--- src/rtl/id_ex_stage.sv ---
// ID/EX pipeline register in front of the EXE ALU. Holds one decoded instruction behind a
// valid/ready handshake. It forwards MEM/WB results onto the ALU operands, selects the
// immediate or register operand, and inserts one bubble on a load-use hazard.
module id_ex_stage #(
    parameter int unsigned XLEN  = 32,
    parameter int unsigned CNT_W = 16
) (
    input  logic              clk,
    input  logic              rst,
    input  logic              id_valid,
    output logic              id_ready,
    input  logic [XLEN-1:0]   id_pc,
    input  logic [4:0]        id_rs1_addr,
    input  logic [4:0]        id_rs2_addr,
    input  logic [4:0]        id_rd_addr,
    input  logic [XLEN-1:0]   id_rs1_data,
    input  logic [XLEN-1:0]   id_rs2_data,
    input  logic [XLEN-1:0]   id_imm,
    input  logic [2:0]        id_funct3,
    input  logic              id_subright,
    input  logic              id_use_imm,
    input  logic              id_is_load,
    input  logic              id_reg_write,
    input  logic              flush,
    input  logic              ex_ready,
    input  logic [4:0]        mem_rd_addr,
    input  logic              mem_reg_write,
    input  logic [XLEN-1:0]   mem_result,
    input  logic [4:0]        wb_rd_addr,
    input  logic              wb_reg_write,
    input  logic [XLEN-1:0]   wb_data,
    output logic              ex_valid,
    output logic [XLEN-1:0]   ex_pc,
    output logic [XLEN-1:0]   rs1_data,
    output logic [XLEN-1:0]   rs2_data,
    output logic [4:0]        shamt,
    output logic [2:0]        funct3,
    output logic              subright,
    output logic [4:0]        ex_rd_addr,
    output logic              ex_reg_write,
    output logic              ex_is_load,
    output logic [CNT_W-1:0]  stall_count
);

    typedef enum logic [0:0] {StEmpty, StFull} state_e;

    state_e            state_q, state_d;
    logic [XLEN-1:0]   pc_q, pc_d;
    logic [4:0]        rs1_addr_q, rs1_addr_d;
    logic [4:0]        rs2_addr_q, rs2_addr_d;
    logic [4:0]        rd_addr_q, rd_addr_d;
    logic [XLEN-1:0]   rs1_val_q, rs1_val_d;
    logic [XLEN-1:0]   rs2_val_q, rs2_val_d;
    logic [XLEN-1:0]   imm_q, imm_d;
    logic [2:0]        funct3_q, funct3_d;
    logic              subright_q, subright_d;
    logic              use_imm_q, use_imm_d;
    logic              is_load_q, is_load_d;
    logic              reg_write_q, reg_write_d;
    logic [CNT_W-1:0]  stall_count_q, stall_count_d;

    logic              advance;
    logic              hazard;
    logic [XLEN-1:0]   rs1_fwd, rs2_fwd;

    // Operand source selection: x0 reads zero, MEM beats WB, else the held value.
    function automatic logic [XLEN-1:0] fwd_sel(input logic [4:0] addr, input logic [XLEN-1:0] val,
                                                input logic [4:0] m_rd, input logic m_we,
                                                input logic [XLEN-1:0] m_res,
                                                input logic [4:0] w_rd, input logic w_we,
                                                input logic [XLEN-1:0] w_dat);
        logic [XLEN-1:0] res;
        if (addr == 5'd0) begin
            res = '0;
        end else if (m_we && (m_rd == addr)) begin
            res = m_res;
        end else if (w_we && (w_rd == addr)) begin
            res = w_dat;
        end else begin
            res = val;
        end
        return res;
    endfunction

    // Handshake and load-use hazard detection against the held instruction.
    always_comb begin
        ex_valid     = (state_q == StFull);
        ex_is_load   = ex_valid & is_load_q;
        ex_reg_write = ex_valid & reg_write_q;
        advance      = ~ex_valid | ex_ready;
        hazard       = ex_is_load && (rd_addr_q != 5'd0) &&
                       ((id_rs1_addr == rd_addr_q) || (!id_use_imm && (id_rs2_addr == rd_addr_q)));
        id_ready     = advance & ~hazard & ~flush;
    end

    // Next-state: flush beats advance; a hazard turns the advance into a counted bubble.
    always_comb begin
        state_d       = state_q;
        pc_d          = pc_q;
        rs1_addr_d    = rs1_addr_q;
        rs2_addr_d    = rs2_addr_q;
        rd_addr_d     = rd_addr_q;
        rs1_val_d     = rs1_val_q;
        rs2_val_d     = rs2_val_q;
        imm_d         = imm_q;
        funct3_d      = funct3_q;
        subright_d    = subright_q;
        use_imm_d     = use_imm_q;
        is_load_d     = is_load_q;
        reg_write_d   = reg_write_q;
        stall_count_d = stall_count_q;

        if (flush) begin
            state_d = StEmpty;
        end else if (advance) begin
            if (hazard) begin
                state_d = StEmpty;
                if (stall_count_q != {CNT_W{1'b1}}) begin
                    stall_count_d = stall_count_q + CNT_W'(1);
                end
            end else if (id_valid) begin
                state_d     = StFull;
                pc_d        = id_pc;
                rs1_addr_d  = id_rs1_addr;
                rs2_addr_d  = id_rs2_addr;
                rd_addr_d   = id_rd_addr;
                imm_d       = id_imm;
                funct3_d    = id_funct3;
                subright_d  = id_subright;
                use_imm_d   = id_use_imm;
                is_load_d   = id_is_load;
                reg_write_d = id_reg_write;
                // WB writes the regfile this same edge, so the read port saw stale data.
                rs1_val_d   = (wb_reg_write && (wb_rd_addr != 5'd0) && (wb_rd_addr == id_rs1_addr))
                              ? wb_data : id_rs1_data;
                rs2_val_d   = (wb_reg_write && (wb_rd_addr != 5'd0) && (wb_rd_addr == id_rs2_addr))
                              ? wb_data : id_rs2_data;
            end else begin
                state_d = StEmpty;
            end
        end
    end

    // State register with synchronous reset.
    always_ff @(posedge clk) begin
        if (rst) begin
            state_q       <= StEmpty;
            pc_q          <= '0;
            rs1_addr_q    <= '0;
            rs2_addr_q    <= '0;
            rd_addr_q     <= '0;
            rs1_val_q     <= '0;
            rs2_val_q     <= '0;
            imm_q         <= '0;
            funct3_q      <= '0;
            subright_q    <= 1'b0;
            use_imm_q     <= 1'b0;
            is_load_q     <= 1'b0;
            reg_write_q   <= 1'b0;
            stall_count_q <= '0;
        end else begin
            state_q       <= state_d;
            pc_q          <= pc_d;
            rs1_addr_q    <= rs1_addr_d;
            rs2_addr_q    <= rs2_addr_d;
            rd_addr_q     <= rd_addr_d;
            rs1_val_q     <= rs1_val_d;
            rs2_val_q     <= rs2_val_d;
            imm_q         <= imm_d;
            funct3_q      <= funct3_d;
            subright_q    <= subright_d;
            use_imm_q     <= use_imm_d;
            is_load_q     <= is_load_d;
            reg_write_q   <= reg_write_d;
            stall_count_q <= stall_count_d;
        end
    end

    // Forwarded ALU operands; stays live while the instruction is held.
    always_comb begin
        rs1_fwd     = fwd_sel(rs1_addr_q, rs1_val_q, mem_rd_addr, mem_reg_write, mem_result,
                              wb_rd_addr, wb_reg_write, wb_data);
        rs2_fwd     = fwd_sel(rs2_addr_q, rs2_val_q, mem_rd_addr, mem_reg_write, mem_result,
                              wb_rd_addr, wb_reg_write, wb_data);
        rs1_data    = rs1_fwd;
        rs2_data    = use_imm_q ? imm_q : rs2_fwd;
        shamt       = use_imm_q ? imm_q[4:0] : rs2_fwd[4:0];
        ex_pc       = pc_q;
        funct3      = funct3_q;
        subright    = subright_q;
        ex_rd_addr  = rd_addr_q;
        stall_count = stall_count_q;
    end

endmodule

--- config.mk ---
export PLATFORM = sky130hd
export DESIGN_NAME = id_ex_stage
export DESIGN_NICKNAME = d
export VERILOG_FILES = /design/src/rtl/id_ex_stage.sv
export SDC_FILE = /design/constraint.sdc
export NUM_CORES = 1
export LEC_CHECK = 0
export CAP_MARGIN = 10
export CORE_MARGIN = 4
export CORE_UTILIZATION = 45
export CTS_CLUSTER_SIZE = 25
export DETAILED_ROUTE_END_ITERATION = 7
export PLACE_DENSITY_LB_ADDON = 0.25
export SLEW_MARGIN = 10
export SYNTH_ARGS = -nofsm -noshare
export SYNTH_HDL_FRONTEND = slang
export SYNTH_SLANG_ARGS = --single-unit
export TNS_END_PERCENT = 100
--- constraint.sdc ---
create_clock -name clk -period 6.6 [get_ports clk]
set_input_delay 1.32 -clock clk [delete_from_list [all_inputs] [get_ports clk]]
set_output_delay 1.32 -clock clk [all_outputs]
set_load 0.01 [all_outputs]
# After elaboration in Yosys (flattened, before gate mapping)

Cells that the tools add are included.

Muxes and demuxes: 12
$add $sub $neg: 1
Reduce and logical (&&, ||, !) cells: 19
Eq/ne operators: 9
Bitwise operators: 8

Operator list:

| kind                                                             | count |
|---|---|
| 32-bit 2-to-1 mux                                                | 9 |
| 5-bit equality test                                              | 8 |
| 16-bit by 1-bit adder with 16-bit output (second input constant) | 1 |
| 16-bit != test (second input constant)                           | 1 |
| 1-bit logical AND                                                | 10 |
| 5-bit zero test                                                  | 2 |
| 5-bit nonzero test                                               | 2 |
| 4-bit AND reduction                                              | 2 |
| 5-bit 2-to-1 mux                                                 | 1 |
| 1-bit AND                                                        | 4 |
| 1-bit NOT                                                        | 3 |
| 1-bit 2-to-1 mux                                                 | 2 |
| 2-bit OR reduction                                               | 1 |
| 1-bit zero test                                                  | 1 |
| 1-bit logical OR                                                 | 1 |
| 1-bit bitwise OR                                                 | 1 |

Word-level logic and storage cells: 63
Register bits after elaboration: 167

# Longest topological paths before layout

Word-level depth: 7
Gate-level depth with buffers: 10
Gate-level depth less buffers: 7

# Worst setup path after synthesis

OpenSTA, ideal clock, no wires.

Path type: input -> output
From: in wb_rd_addr[2]
To: out shamt[0]
Required time: 5280 ps
Path buffers: 4
Arrival time: 3122 ps
Stages on the path: 10
Slack: 2158 ps
Cells stage by stage: clkbuf_1 -> xor2_1 -> nor4_1 -> and3_1 -> clkbuf_1 -> buf_2 -> mux2i_1 -> a21oi_1 -> a21o_1 -> buf_4

Cells in the longest elaborated chain, start to end: 6

Ends and longest elaborated chain:

| item                | line | text |
|---|---|---|
| start: declaration  | 29   | `input logic [4:0] wb_rd_addr,` |
| 5-bit equality test | 77   | `end else if (w_we && (w_rd == addr)) begin` |
| 1-bit logical AND   | 77   |  |
| 32-bit 2-to-1 mux   | 77   |  |
| 32-bit 2-to-1 mux   | 75   | `end else if (m_we && (m_rd == addr)) begin` |
| 32-bit 2-to-1 mux   | 73   | `if (addr == 5'd0) begin` |
| 5-bit 2-to-1 mux    | 187  | `shamt = use_imm_q ? imm_q[4:0] : rs2_fwd[4:0];` |
| end: declaration    | 36   | `output logic [4:0] shamt,` |

Every way passes these cells.

# Final worst setup path

From: in mem_rd_addr[1]
To: out rs2_data[23]

Cells in the longest elaborated chain, start to end: 5

Ends and longest elaborated chain:

| item                | line | text |
|---|---|---|
| start: declaration  | 26   | `input logic [4:0] mem_rd_addr,` |
| 5-bit equality test | 75   |  |
| 1-bit logical AND   | 75   |  |
| 32-bit 2-to-1 mux   | 75   |  |
| 32-bit 2-to-1 mux   | 73   |  |
| 32-bit 2-to-1 mux   | 186  | `rs2_data = use_imm_q ? imm_q : rs2_fwd;` |
| end: declaration    | 35   | `output logic [XLEN-1:0] rs2_data,` |

Every way passes these cells.

==> flow_summary_export.csv <==
group,metric,value,unit
cts,tritoncts,"built",
power_and_ir_drop,peakVddDrop,0.183,mV
floorplanning,die_w,148,um
placement,place_congestion,0.956,
power_and_ir_drop,powerDensity,200,nW/um^2
floorplanning,die_h,148,um
floorplanning,row_count,51,
finish,layout.nets,1619,
finish,syn_to_final_growth,48.0,%
synth,syn_nets,1324,
sta,hold_viol_final,0,
hold_path,min_path_type,"reg -> reg",
setup_path,crit_type,"in -> out",
finish,mostFrequentLayoutCells,"359 x clkdlybuf4s50_1, 174 x nand2_1, 167 x dfxtp_1",
routing,dr.first_iter.drc_count,533,
placement,io_buffers,360,
placement,placed_cell_area,12500,um^2
grt,grt_pass1_wl,48.2,mm
flow_run,drv_cap,0,
finish,fin_area,13100,um^2
sta,finalCritPeriodShare,0.863,
cts,cts.reportedPaths.clkPinSlew,0.07,ns
floorplanning,dieArea,22000,um^2
finish,fillCellCount,1656,
sta,fin_setup_tns,0,ns
floorplanning,start_util,0.457,
synth,synthCells,1092,
synth,syn_area_per_cell,8.12,um^2
routing,drt_pass1_iterations,5,
routing,wl_per_cell,18.9,um
grt,grt.total_usage,0.275,
cts,cts_made_buffers,17,
cts,clockRootBuffer,"clkbuf_16",
routing,routed_wl,31.5,mm
routing,drc,0,
sta,rsz0062_at_grt,"false",
power_and_ir_drop,p_leak,4.61,nW
power_and_ir_drop,netSwitchingPower,0.000743,W
synth,ys_seq_area_frac,0.377,
finish,drive_gt1_frac,0.0508,
grt,grt_pass1_vias,8663,
setup_path,critPathArrivalTime,4.38,ns
hold_path,whs_path_depth,2,
grt,overflow,0,
power_and_ir_drop,fin_total_pwr,0.00263,W
synth,yosys_warnings,0,
cts,clk_latency,0.43,ns
sta,fmax,0.176,GHz
synth,synth_cell_types,40,
grt,antenna_found_initial,2,
power_and_ir_drop,p_seq_frac,0.415,
sta,max_slew.worst_pin.slew,0.998,ns
sta,setup_violations,0,
power_and_ir_drop,power.internal,0.00188,W
sta,fin_crit,5.70,ns
setup_path,end_kind,"output pin",
routing,drtAntennaViolNets,0,
setup_path,reg2reg_depth,6,
routing,dr_total_vias,9025,
sta,final_max_slew_viol_count,0,
floorplanning,io_pins,361,
cts,clockBufferDepth,2,
synth,synth_seq_cells,167,
power_and_ir_drop,combinationalPowerShare,0.203,
setup_path,critPathMaxFanout,33,
sta,slew_headroom,0.331,
cts,h-tree-depth,4,
finish,layout_commonest_cell,"clkdlybuf4s50_1",
floorplanning,core_area,19400,um^2
synth,syn_area,8870,um^2
cts,cts.sinks,167,
setup_path,startpoint_type,"input port",
setup_path,worstPathRequired,5.28,ns
cts,post_cts_buffers,0,
grt,grt_max_degree,127,
placement,hpwlAfterDp,22.6,mm
sta,fin_worst_skew,0.0117,ns
routing,vias_per_cell,5.42,
outcome,outcome,"finished, final reports clean",
power_and_ir_drop,switching_share,0.283,
cts,ctsResizeCount,0,
power_and_ir_drop,clkPwrFrac,0.381,
cts,hold_buffers,0,
layout make-up:
class                   instances  area, um^2  share of cell area
flip-flops and latches        167        3340               0.255
diodes                          2        5.00            0.000381
inverters                       2        7.51            0.000572
clock buffers                  17         425              0.0324
clock inverters                14         161              0.0123
repair buffers                377        3750               0.286
well taps                     265         332              0.0253
multi-input cells             822        5100               0.388
final timing paths:
path / start / end / slack (ns)
setup / recovery: mem_rd_addr[1] / rs2_data[23] / 0.90
hold / removal: is_load_q / is_load_q / 0.45
setup reg to reg: ex_rd_addr[1] / imm_q[21] / 3.73
hold reg to reg: is_load_q / is_load_q / 0.45
cells in the mapped netlist:
master    count  area [um^2]
nor4_1        6         37.5
and4_1        2         17.5
nand4_1      10         62.6
nor4_2        2         25.0
o31ai_1       1         7.51
or4_1         4         30.0
xor2_1       21          184
nand2b_1      3         18.8
buf_2        34          170
xnor2_1      22          193
buf_1         1         3.75
o211a_1       1         10.0
nor3_1        4         20.0
and2_1        5         31.3
dfxtp_1     167         3340
a41o_1        1         10.0
mux2i_1     129         1290
a21oi_1     127          636
or2_2         1         6.26
nand3_1       7         35.0
o211ai_1      1         7.51
nand2_1     174          653
and3_1        5         31.3
nor3_2        1         10.0
clkbuf_1     55          206
ha_1          1         12.5
o32a_1        1         10.0
o21ai_0      32          160
o41ai_1       1         8.76
o21ai_2       1         8.76
a211oi_1     96          721
buf_4        11         82.6
nor2_1      113          424
nand3b_1      1         7.51
mux2_2        5         56.3
nor2b_1       6         37.5
a31o_2        5         43.8
a21o_1       32          240
or2_1         1         6.26
inv_1         2         7.51
logic make-up after synthesis:
| group | share of synthesized area |
|---|---|
| adders and majority gates | 0.00141 |
| muxes | 0.152 |
| DFF | 0.377 |
| and+or+nand+nor | 0.164 |
| AOI/OAI and AO/OA | 0.210 |
| buffers and inverters | 0.0531 |
| xor gates and xnor gates | 0.0425 |
stage by stage:
stage / instances / utilization / setup WS (ns) / hold WS (ns)
6_report: 1666 / 0.677 / 0.905 / 0.453
5_1_grt: 1666 / 0.677 / 0.727 / 0.470
4_1_cts: 1664 / 0.676 / 0.895 / 0.455
3_5_place_dp: 1633 / 0.646 / 0.896 / 0.445
3_3_place_gp: 1633 / 0.646 / 0.965 / 0.441
2_1_floorplan: 1092 / - / 2.16 / 0.432
registers in the layout, indices dropped and copies added, names as in the netlist, 3 cells and up:
register / count
ex_rd_addr: 5
imm_q: 32
rs2_val_q: 32
rs1_val_q: 32
stall_count: 16
rs1_addr_q: 5
funct3: 3
ex_pc: 32
rs2_addr_q: 5
per-layer routing:
layer,up-vias,part of all wire,GRT usage
met4,0,0.032,0.101
met3,55,0.084,0.0737
met1,4164,0.41,0.343
li1,4434,-,-
met2,372,0.47,0.458
met5,-,0,0
power groups by stage:
stage | Sequential, W | Clock (W) | Combinational, W
3_5_place_dp | 0.00111 | 0 | 0.000531
3_3_place_gp | 0.00111 | 0 | 0.000525
2_1_floorplan | 0.00111 | 0 | 0.000239
4_1_cts | 0.00109 | 0.00102 | 0.000535
6_report | 0.00109 | 0.00100 | 0.000534
5_1_grt | 0.00110 | 0.00106 | 0.000579
critical path, stage by stage:
cell,delay (ns)
clkdlybuf4s50_1,0.45
xor2_1,0.16
nor4_1,0.42
nand3_2,0.59
buf_4,0.47
o21ai_0,0.22
a21oi_1,0.06
a21o_1,0.18
clkdlybuf4s50_1,0.49
(Power assumes the default switching activity.)
==> RTL edit 1: new RTL, same flow settings <==
The parameter `XLEN` goes from 32 to 48.
--- a/src/rtl/id_ex_stage.sv
+++ b/src/rtl/id_ex_stage.sv
@@ -2,7 +2,7 @@
 // valid/ready handshake. It forwards MEM/WB results onto the ALU operands, selects the
 // immediate or register operand, and inserts one bubble on a load-use hazard.
 module id_ex_stage #(
-    parameter int unsigned XLEN  = 32,
+    parameter int unsigned XLEN  = 48,
     parameter int unsigned CNT_W = 16
 ) (
     input  logic              clk,
Interface: changed (9 resized); port bits go from 361 to 505. The function was not compared with the original's and may differ.
==> RTL edit 1 against the unedited design <==
Critical path depth did not move; worst setup slack worse by 0.078 ns; area after synthesis is 38% higher; sequential power grew 39%; sequential cell count rose by 64; wire length grew 50%; total power is 43% higher; cell area increased by 38%; first-iteration DRC count is 73% higher; hold slack hardly changed.
==> RTL edit 1: results (changes against the unedited design) <==
- CP max FO: 36 (+9.1%)
- Peak supply drop: 0.208 mV (+14%)
- Finished Layout Cells: 2285 (+37%)
- Total Nets Final: 2238 (+38%)
- Final HPWL from detailed placement: 33800 um (+50%)
- Filler cells: 2102 (+27%)
- Crit path max-delay cell type: and3_4
- Distinct cells, synth: 34 (-15%)
- Later-pin clock latency in the skew report: 0.53 ns (+0.10 ns)
- Worst R2R Start: ex_rd_addr[2]
- Post-synth top cells: nand2_1, dfxtp_1, mux2i_1
- Critical Path Start: wb_rd_addr[2]
- Biggest cell delay along the critical path: 0.74 ns (+0.15 ns)
- Synth top area cells: dfxtp_1, mux2i_1, a211oi_1, nand2_1, a21oi_1
- Sequential share of the synthesized area: 37.9% (+0.18 points)
- Wire length per cell: 20.8 um (+9.6%)
- First-pass GRT wire length: 73600 um (+53%)
- Slew @ Worst Pin: 1.02 ns (+0.0232 ns)
- Layout cell share with drive strength beyond 1: 3.94% (-1.1 points)
- All-layer global routing usage: 30.2% (+2.7 points)
- WP data arrival: 4.45 ns (+0.07 ns)
- Clock buffer depth: 3 (+1)
- H-tree Lvls: 1 (-3)
- Vias in the first global route: 13000 (+50%)
- I/O Buffers: 504 (+40%)
- Status: finished clean
- Post-synthesis net count: 1828 (+38%)
- Clock Skew: 0.0162 ns (+0.00447 ns)
RTL edit 1: cell types whose count changed after synthesis, sizes merged, moves of 25 or more:
cell    delta
mux2i     +64
nor2      +42
dfxtp     +64
a211oi    +49
nand2     +70
a21oi     +52
clkbuf    +25
RTL edit 1: power by group:
| part | switching, mW | internal [mW] | total [mW] |
|---|---|---|---|
| Combinational | 0.359 | 0.400 | 0.759 |
| Sequential | 0.0438 | 1.47 | 1.51 |
| Clock | 0.599 | 0.876 | 1.47 |
| Total | 1.00 | 2.75 | 3.75 |
RTL edit 1: worst min-delay path: stages (launching register included):
cell,delay (ns)
dfxtp_1,0.31
nand2_1,0.05
a21oi_1,0.05
RTL edit 1: layout make-up:
type                    count  area [sq um]  share of cell area (%)
multi-input cells        1125          6980                    38.4
well taps                 341           427                    2.35
diodes                     15          37.5                   0.207
inverters                   1          3.75                  0.0207
clock buffers              39           761                    4.19
clock inverters             9           103                   0.565
repair buffers            524          5230                    28.8
flip-flops and latches    231          4630                    25.5
RTL edit 1: layer usage:
layer | GRT usage, % | up-vias | share of wire (%)
met1 | 35.9 | 5985 | 39
met2 | 50.9 | 525 | 47
met5 | 0 | - | 0
met4 | 15.8 | 0 | 5.7
met3 | 7.46 | 139 | 7.6
li1 | - | 6131 | -
RTL edit 1: kinds of logic (layout without fill, tap and decap cells):
family          count (synthesis)  count (layout)  synth area share, %
simple gates                  453             453                 15.2
compound gates                433             433                 22.1
flops                         231             231                 37.9
mux                           195             195                 16.0
buf+inv                       144             573                 5.61
xor+xnor                       43              43                 3.09
fa+ha+maj                       1               1                0.102
other cells                     0              15                    0
RTL edit 1: final timing paths:
check | to | slack [ns] | cells after the start
max | rs2_data[21] | 0.83 | 9
min | ex_pc[23] | 0.45 | 2
max reg2reg | rs1_val_q[20] | 3.50 | 6
min reg2reg | ex_pc[23] | 0.45 | 2
RTL edit 1: stage by stage:
| stage | power, mW | area, sq um | utilization (%) | hold slack (ns) | worst slack, ns |
|---|---|---|---|---|---|
| 2_1_floorplan | 1.87 | 12200 | - | 0.432 | 2.13 |
| 3_3_place_gp | 2.28 | 17300 | 64.4 | 0.441 | 0.903 |
| 3_5_place_dp | 2.30 | 17300 | 64.4 | 0.445 | 0.859 |
| 4_1_cts | 3.77 | 18100 | 67.7 | 0.454 | 0.842 |
| 5_1_grt | 3.90 | 18200 | 67.8 | 0.469 | 0.705 |
| 6_report | 3.75 | 18200 | 67.8 | 0.453 | 0.827 |
==> RTL edit 2: new RTL, same flow settings <==
Made on the original files. Make the reset (`rst`) asynchronous in one clocked block. Comments in the files are not updated.
--- a/src/rtl/id_ex_stage.sv
+++ b/src/rtl/id_ex_stage.sv
@@ -142,7 +142,7 @@
     end
 
     // State register with synchronous reset.
-    always_ff @(posedge clk) begin
+    always_ff @(posedge clk or posedge rst) begin
         if (rst) begin
             state_q       <= StEmpty;
             pc_q          <= '0;
Behaviour: not the same (a bounded check fails within 4 cycles, from zero or initial values and one cycle with rst high; the reset may be asserted at any time).
==> RTL edit 2 against the unedited design <==
Worst setup slack worse by 0.020 ns; non-clock buffer count down 3; first-iteration DRC count decreased by 11%; area after synthesis rose by 7.0%; via count decreased by 9.1%; cell area up 5.0%; critical endpoint is now rs2_data[25]; sequential cell count unchanged; wire length is 0.65% higher; largest cell class unchanged; register-to-register slack better by 0.20 ns.
Power is not compared: it rests on default switching activity, and its combinational part moved more than twofold at a synthesized area within 25%.
==> RTL edit 2: results (changes against the unedited design) <==
- Synth Area in Compound Gates: 13.0% (-8.0 points)
- Final HPWL from detailed placement: 22200 um (-1.7%)
- Starting DRT DRC Count: 474 (-11%)
- Relative slew margins: 34.0% (+0.85 points)
- Area Growth Syn to Fin: 45.3%
- Nonclk buf count: 374 (-0.80%)
- Total Nets Final: 1452 (-10%)
- Multi-input gate area: 4910 sq um (-3.7%)
- Sequential share of the synthesized area: 44.1% (+6.3 points)
- Asr flop ratio synth: 100% (+100 points)
- Critical Path Start: wb_rd_addr[1]
- WP data arrival: 4.39 ns (about the same)
- Critical path destination: rs2_data[25]
- Comb_multi_in: 658 (-20%)
- Distinct cells, synth: 35 (-13%)
- Worst reg2reg path endpoint: imm_q[8]
- Leakage: between 5 and 6 nW
- Inverters: 2 (unchanged)
- RePlAce Congestion: 0.871 (-9.0%)
- Non-clock buffer share: 27.1% (-1.5 points)
- Die area: 23500 sq um (+6.6%)
- All-layer global routing usage: 26.6% (-0.85 points)
- Synth top area cells: dfrtp_1, mux2_4, mux2i_1, nand2_1, o21ai_0
- CP max FO: 25 (-24%)
- Post-synthesis adder-cell area fraction: 0.132% (-0.0092 points)
- Reg2reg setup slack: 3.93 ns (+0.20 ns)
- Mux share of post-synthesis cell area: 23.4% (+8.2 points)
- Layout cell share with drive strength beyond 1: 11.5% (+6.4 points)
- Worst R2R Start: ex_rd_addr[0]
- Vias in the first global route: 8434 (-2.6%)
- Initial antenna violation count: 5 (+3)
- Crit path max-delay cell type: and3_2
- Count of clock buffers in the final design: 19 (+2)
- Vias post-DR: 8202 (-9.1%)
- Post-synthesis net count: 1132 (-15%)
- Status: finished clean
- Biggest cell delay along the critical path: 0.73 ns (+0.14 ns)
- Post-synth top cells: dfrtp_1, nand2_1, mux2i_1
- Filler cells: 1616 (-2.4%)
- First-pass GRT wire length: 49400 um (+2.4%)
- Sequential cell area share: 30.3% (+4.8 points)
- Area after DPL: 13200 sq um (+5.1%)
- XOR/XNOR share of the synthesized area: 5.08% (+0.83 points)
- Largest net degree at the start of global routing: 128 (+0.79%)
- Later-pin clock latency in the skew report: 0.43 ns (about the same)
- Clock Skew: 0.00953 ns (-0.00217 ns)
- Antenna cells: 4 (+2)
- Detailed-route wire length: 31700 um (+0.65%)
- Clock Network Area Fraction: 4.36% (-0.11 points)
-- RTL edit 2: cells by family after synthesis --
logic type                 after synthesis
and+or+nand+nor                        219
buffers and inverters                   75
adders and majority gates                1
muxes                                  183
xor gates and xnor gates                55
AOI/OAI and AO/OA                      200
DFF                                    167
-- RTL edit 2: power groups by stage --
stage	logic [mW]	registers, mW	clock network [mW]
after detailed placement	1.11	1.30	0
after floorplan	0.541	1.30	0
after CTS	1.12	1.29	1.06
after global placement	1.10	1.30	0
after global routing	1.19	1.31	1.10
final	1.11	1.29	1.04
-- RTL edit 2: how the worst min path moves through the flow --
stage	to	slack, ns	from
CTS	rs1_val_q[16]	0.48	rs1_val_q[16]
global placement	rs1_val_q[1]	0.46	rs1_val_q[1]
floorplan	rs1_val_q[0]	0.45	rs1_val_q[0]
finish	rs1_val_q[16]	0.48	rs1_val_q[16]
detailed placement	rs1_val_q[16]	0.47	rs1_val_q[16]
global route	rs1_val_q[15]	0.50	rs1_val_q[15]
-- RTL edit 2: stage by stage --
stage	setup slack (ns)	cells	power, mW
detailed placement	0.899	1471	2.42
floorplan	0.762	900	1.84
CTS	0.871	1503	3.46
global placement	0.942	1471	2.40
finish	0.885	1507	3.44
global route	0.699	1507	3.60
-- RTL edit 2: per-layer routing --
metal | vias up | routed length, um | track usage [%]
met5 | - | 12 | 0
met4 | 2 | 521 | 7.72
met3 | 33 | 2740 | 8.65
met2 | 339 | 15500 | 44.4
met1 | 4013 | 12900 | 33.2
li1 | 3815 | - | -
-- RTL edit 2: tightest hold or removal path, stage by stage (launching register included) --
cell	delay (ns)
dfrtp_1	0.34
nand2_1	0.05
o21ai_0	0.06
